## config.mk

```make
export PLATFORM = sky130hd
export DESIGN_NAME = gdu
export DESIGN_NICKNAME = d
export VERILOG_FILES = /design/src/rtl/gdu.sv
export SDC_FILE = /design/constraint.sdc
export NUM_CORES = 1
export LEC_CHECK = 0
export ABC_AREA = 1
export BUFFER_PORTS_ARGS = -buffer_cell sky130_fd_sc_hd__buf_4
export CORE_MARGIN = 8
export CORE_UTILIZATION = 54
export DETAILED_ROUTE_END_ITERATION = 12
export PLACE_DENSITY_LB_ADDON = 0.05
export RECOVER_POWER = 100
export SETUP_SLACK_MARGIN = 0.05
export SLEW_MARGIN = 20
export SYNTH_ARGS = -nofsm -noshare
export SYNTH_HDL_FRONTEND = slang
export SYNTH_SLANG_ARGS = --single-unit
```

## constraint.sdc

```tcl
create_clock -name clk -period 1.84 [get_ports clk]
set_input_delay 0.092 -clock clk [delete_from_list [all_inputs] [get_ports clk]]
set_output_delay 0.092 -clock clk [all_outputs]
set_load 0.005 [all_outputs]
```

## src/rtl/gdu.sv

```systemverilog
// gdu -- generalized data unpacker.
//
// Takes an N*M-bit packed word carrying 1..M valid low slices and plays
// it out as N-bit slices, one per accepted output cycle. The output side
// is fully registered: valid_dout, dout and last_dout come straight from
// flops, so there is no combinational path from valid_din to the output.
// The only combinational input-to-output path is ready_dout -> ready_din.
// That path is live only on the last slice of a word, and it lets the next
// word load with no idle cycle between words.
//
// Configuration macro: GDU_MSB_FIRST_EN
//   undefined : slices leave in order 0, 1, .., len-1
//   defined   : slices leave in order len-1 down to 0
//
// Parameters
//   N      slice width (narrow bus)
//   M      slices per packed word (M >= 2)
//   LOG2M  ceil(log2(M)); width of the slice counter and len_din
//
// Ports
//   clk         clock, rising edge
//   reset       asynchronous, active-high
//   din         packed input word, N*M bits
//   len_din     valid low slices in din; 0 or any value >= M means M
//   valid_din   din/len_din valid
//   ready_din   unpacker accepts din this cycle
//   dout        current slice
//   valid_dout  dout valid
//   ready_dout  consumer accepts dout
//   last_dout   dout is the final slice of the current word
module gdu #(
  parameter int N     = 8,
  parameter int M     = 4,
  parameter int LOG2M = 2
) (
  input  logic             clk,
  input  logic             reset,
  input  logic [N*M-1:0]   din,
  input  logic [LOG2M-1:0] len_din,
  input  logic             valid_din,
  output logic             ready_din,
  output logic [N-1:0]     dout,
  output logic             valid_dout,
  input  logic             ready_dout,
  output logic             last_dout
);

  typedef enum logic {IDLE, SHIFT} state_t;

  localparam logic [LOG2M:0] LEN_FULL = (LOG2M+1)'(M);
  localparam logic [LOG2M:0] LEN_ONE  = (LOG2M+1)'(1);

  state_t           state_q, state_d;
  logic [N*M-1:0]   hold_q, hold_d;
  logic [LOG2M-1:0] cnt_q, cnt_d;
  logic [LOG2M:0]   len_q, len_d;
  logic [N-1:0]     dout_q, dout_d;
  logic             valid_q, valid_d;
  logic             last_q, last_d;

  logic             out_xfer;
  logic             in_xfer;
  logic             load;
  logic [LOG2M:0]   len_in;
  logic [LOG2M-1:0] sel_d;
  logic [N-1:0]     slice_d [M];

  // The word can be replaced in the same cycle its last slice is taken.
  assign out_xfer  = valid_q & ready_dout;
  assign ready_din = (state_q == IDLE) | (out_xfer & last_q);
  assign in_xfer   = valid_din & ready_din;

  // When M is not a power of two, len_din can hold values >= M.
  // Those values, and 0, mean a full word.
  assign len_in = ((len_din == '0) || ({1'b0, len_din} >= LEN_FULL))
                  ? LEN_FULL : {1'b0, len_din};

  // Split the next hold value into its slices.
  // The output mux then selects a whole slice.
  genvar gi;
  generate
    for (gi = 0; gi < M; gi++) begin : g_slice
      assign slice_d[gi] = hold_d[gi*N +: N];
    end
  endgenerate

  always_comb begin
    state_d = state_q;
    hold_d  = hold_q;
    cnt_d   = cnt_q;
    len_d   = len_q;
    load    = 1'b0;

    case (state_q)
      IDLE: begin
        if (in_xfer) load = 1'b1;
      end
      SHIFT: begin
        if (out_xfer) begin
          if (!last_q)        cnt_d   = cnt_q + LOG2M'(1);
          else if (valid_din) load    = 1'b1;
          else                state_d = IDLE;
        end
      end
      default: state_d = IDLE;
    endcase

    if (load) begin
      hold_d  = din;
      cnt_d   = '0;
      len_d   = len_in;
      state_d = SHIFT;
    end

    // Compute the output flops from the next state.
    // This keeps the outputs aligned with hold/cnt without any input feed-through.
`ifdef GDU_MSB_FIRST_EN
    sel_d = LOG2M'(len_d - LEN_ONE - {1'b0, cnt_d});
`else
    sel_d = cnt_d;
`endif
    valid_d = (state_d == SHIFT);
    dout_d  = valid_d ? slice_d[sel_d] : '0;
    last_d  = valid_d & ({1'b0, cnt_d} == (len_d - LEN_ONE));
  end

  always_ff @(posedge clk or posedge reset) begin
    if (reset) begin
      state_q <= IDLE;
      hold_q  <= '0;
      cnt_q   <= '0;
      len_q   <= '0;
      dout_q  <= '0;
      valid_q <= 1'b0;
      last_q  <= 1'b0;
    end else begin
      state_q <= state_d;
      hold_q  <= hold_d;
      cnt_q   <= cnt_d;
      len_q   <= len_d;
      dout_q  <= dout_d;
      valid_q <= valid_d;
      last_q  <= last_d;
    end
  end

  assign dout       = dout_q;
  assign valid_dout = valid_q;
  assign last_dout  = last_q;

endmodule
```

==> flow_metrics.tcl <==
set metrics [dict create \
    syn-num-nets 337 \
    drive_above_1_share_pct 18.4 \
    place_hpwl_um 3770 \
    cp_max_fo 22 \
    netlist_area_um2 2300 \
    antenna_violating_nets_left 0 \
    htreeDepth 2 \
    timing.final.crit_share_pct 89.1 \
    initial_util_pct 56.6 \
    gp_congestion 0.801 \
    timing.critical_path.from_type "flop" \
    placeableCoreArea_um2 4060 \
    cts_buf_count 5 \
    power_switching_share_pct 39.4 \
    p_leak_nw 1.57 \
    cts.repair_timing.setup_buffer_count 0 \
    ys_ff_latch 47 \
    async_flop_share_pct 100 \
    routed_wire_length_um 5090 \
    worst_setup_path_end_kind "flop" \
    critical_path.cell_chain "nand2_1 > nand2_1 > nand2_2 > buf_4 > o21ai_0 > nand2_1 > a21oi_1 > nor2_1" \
    switchingPower_w 0.00172 \
    slowest_stage "dfrtp_1" \
    wire_length_of_the_first_global_routing_pass_um 8840 \
    synth_enable_flop_cells 0 \
    max-slew-margin-rel_pct 28.8 \
    grt_overflow 0 \
    worst_hold_path_type "input port to flop" \
    tightest_slew_ps 1070 \
    number_of_fill_cells 352 \
    insertedDiodeCount 0 \
    final-setup-viol-count 0 \
    crit_path_kind "flop to flop" \
    clkSinkCount 47 \
    grt_usage_pct 17.0 \
    cts_tree "done" \
    clkLatencyLatePin_ps 300 \
    floorplan.die_area_um2 6590 \
    dr_total_vias 1945 \
    finClkSkew_ps 9.48 \
    power.ir.vdd_worst_mv 0.875 \
    final-instance-count-excl-fill 398 \
    drt_pre_antenna_iters 5 \
    grt_pass1_vias 2019 \
    die-height_um 81.2 \
    final.setup.tns_ps 0 \
    dp_slack_ps 158 \
    die-width_um 81.2 \
    grt_max_degree 30 \
    root_cell_of_the_clock_tree "clkbuf_8" \
    finalHoldViolCount 0 \
    top_level_pins 49 \
    critPathRequiredTime_ps 2020 \
    wl_per_cell_um 12.8 \
    timing.critical_path.slowest_cell_delay_ps 400 \
    cell_pwr_density_nw_per_um2 1580 \
    synthDistinctLibCells 18 \
    clk_pin_slew_worst_paths_ps 80 \
    top_ff_cell_synth "dfrtp_1" \
    share_of_synthesized_area_occupied_by_flip_flops_and_latches_pct 51.2 \
    cell_internal_pwr_w 0.00265 \
    placed_cell_area_um2 2670 \
    port_buffer_count 48 \
    drv_cap 0 \
    count_of_nets_after_finishing 386 \
    top_achievable_clock_speed_mhz 610 \
    clock_path_buffers 2 \
    placed_cells_incl_taps 390 \
    grt_setup_unrepaired "false" \
    rrSetupSlack_ps 200 \
    maxSlewViolCount 0 \
    power_share_of_the_clock_group_pct 16.4 \
    initialDrtViolationCount 68 \
    postLayoutSetupSlackWorst_ps 201 \
    synth.avg_cell_area_um2 7.68 \
    syn-instance-count 299 \
    antenna_found_initial 0 \
    drt-vias-per-instance 4.89 \
    synthesis.yosys.warnings 0 \
    combinationalPowerShare_pct 45.6 \
    timing.critical_path.arrival_ps 1820 \
    remaining_drc_errors 0 \
    layout_min_cycle_time_ps 1640 \
    area_growth_pct 20.4 \
    postLayoutCellArea_um2 2760 \
    outcome "finished, final reports clean" \
    seq_power_share_pct 38.1 \
    placement_rows 23 \
    worst_path_most_repeated_cell "nand2_1" \
]
## sequential cells by signal, indices dropped and copies added (netlist names)
register / cells
cnt_q: 2
dout: 8
hold_q: 32
last_dout: 1
len_q: 3
valid_dout: 1
## cells in the final DEF, fill, tap and decap left out, types with 7 or more instances in the layout
| cell type | synthesis | layout |
|---|---|---|
| inv_1 | 38 | 39 |
| o21ai_0 | 0 | 9 |
| nand3_1 | 30 | 30 |
| dfrtp_1 | 47 | 47 |
| nor2_1 | 14 | 14 |
| nand3b_1 | 8 | 8 |
| nand2_1 | 124 | 125 |
| clkbuf_4 | 0 | 11 |
| buf_4 | 2 | 40 |
| a21oi_1 | 7 | 7 |
## cells by family after synthesis
| group | Yosys count | synth area share (%) |
|---|---|---|
| and+or+nand+nor | 181 | 33.8 |
| buffers and inverters | 54 | 11.2 |
| DFF | 47 | 51.2 |
| AOI/OAI and AO/OA | 17 | 3.81 |
## worst max-delay path, delay by kind of cell, from the launching register on
family	cells	cell delay, ps
buffers and inverters	1	250
AOI/OAI and AO/OA	2	440
and+or+nand+nor	5	430
DFF	1	400
## synth_stat cells (2+ instances only)
master / number / share of area, %
nand2_2: 2 / 0.54
buf_4: 2 / 0.65
nand3_1: 30 / 6.5
o21ai_1: 9 / 2.0
buf_2: 7 / 1.5
dfrtp_1: 47 / 51
inv_1: 38 / 6.2
nand2_1: 124 / 20
nand3b_1: 8 / 2.6
a21oi_1: 7 / 1.5
nor2_1: 14 / 2.3
buf_6: 5 / 2.5
## through the flow
stage	power, W	util (%)	hold slack, ps
floorplan	0.00316	-	230
global placement	0.00366	65.7	207
detailed placement	0.00372	65.7	203
CTS	0.00445	68.5	28.7
global route	0.00480	68.1	59.7
finish	0.00436	68.1	55.6
## final cells by class
type | instances | area [um^2] | area share [%]
clock buffer | 6 | 72.6 | 2.63
clock inverter | 1 | 30.0 | 1.09
inverter | 40 | 150 | 5.43
multi-input combinational | 198 | 861 | 31.1
sequential | 47 | 1180 | 42.6
tap | 50 | 62.6 | 2.26
timing repair buffer | 56 | 412 | 14.9
## per-layer routing
| layer | vias up | track usage [%] | wire length [um] | share of wire (%) |
|---|---|---|---|---|
| li1 | 1001 | - | - | - |
| met5 | - | 0 | 0 | 0 |
| met4 | 0 | 4.82 | 46 | 0.90 |
| met2 | 41 | 29.7 | 2610 | 51 |
| met3 | 4 | 5.96 | 304 | 6.0 |
| met1 | 899 | 19.1 | 2120 | 42 |
## path summary, 6_finish.rpt
kind | cells after the start | startpoint | endpoint
worst max-delay path | 8 | last_dout | dout[6]
worst min register to register | 2 | hold_q[18] | hold_q[18]
worst max register to register | 8 | last_dout | dout[6]
min in group asynchronous | 3 | reset | hold_q[31]
worst min-delay path | 3 | din[5] | hold_q[5]
max in group asynchronous | 4 | reset | hold_q[1]
## power by group through the flow
stage / clock, W / combinational [W] / sequential [W]
6_report: 0.000713 / 0.00199 / 0.00166
5_1_grt: 0.000767 / 0.00232 / 0.00171
4_1_cts: 0.000735 / 0.00205 / 0.00166
3_5_place_dp: 0 / 0.00204 / 0.00168
3_3_place_gp: 0 / 0.00198 / 0.00167
2_1_floorplan: 0 / 0.00150 / 0.00166
## what timing repair did
action	4_1_cts	5_1_grt
hold endpoints to repair	27	0
setup endpoints to repair	0	7
gates resized for setup	0	1
hold buffers	1	0
Power figures use the tool's default switching activity.
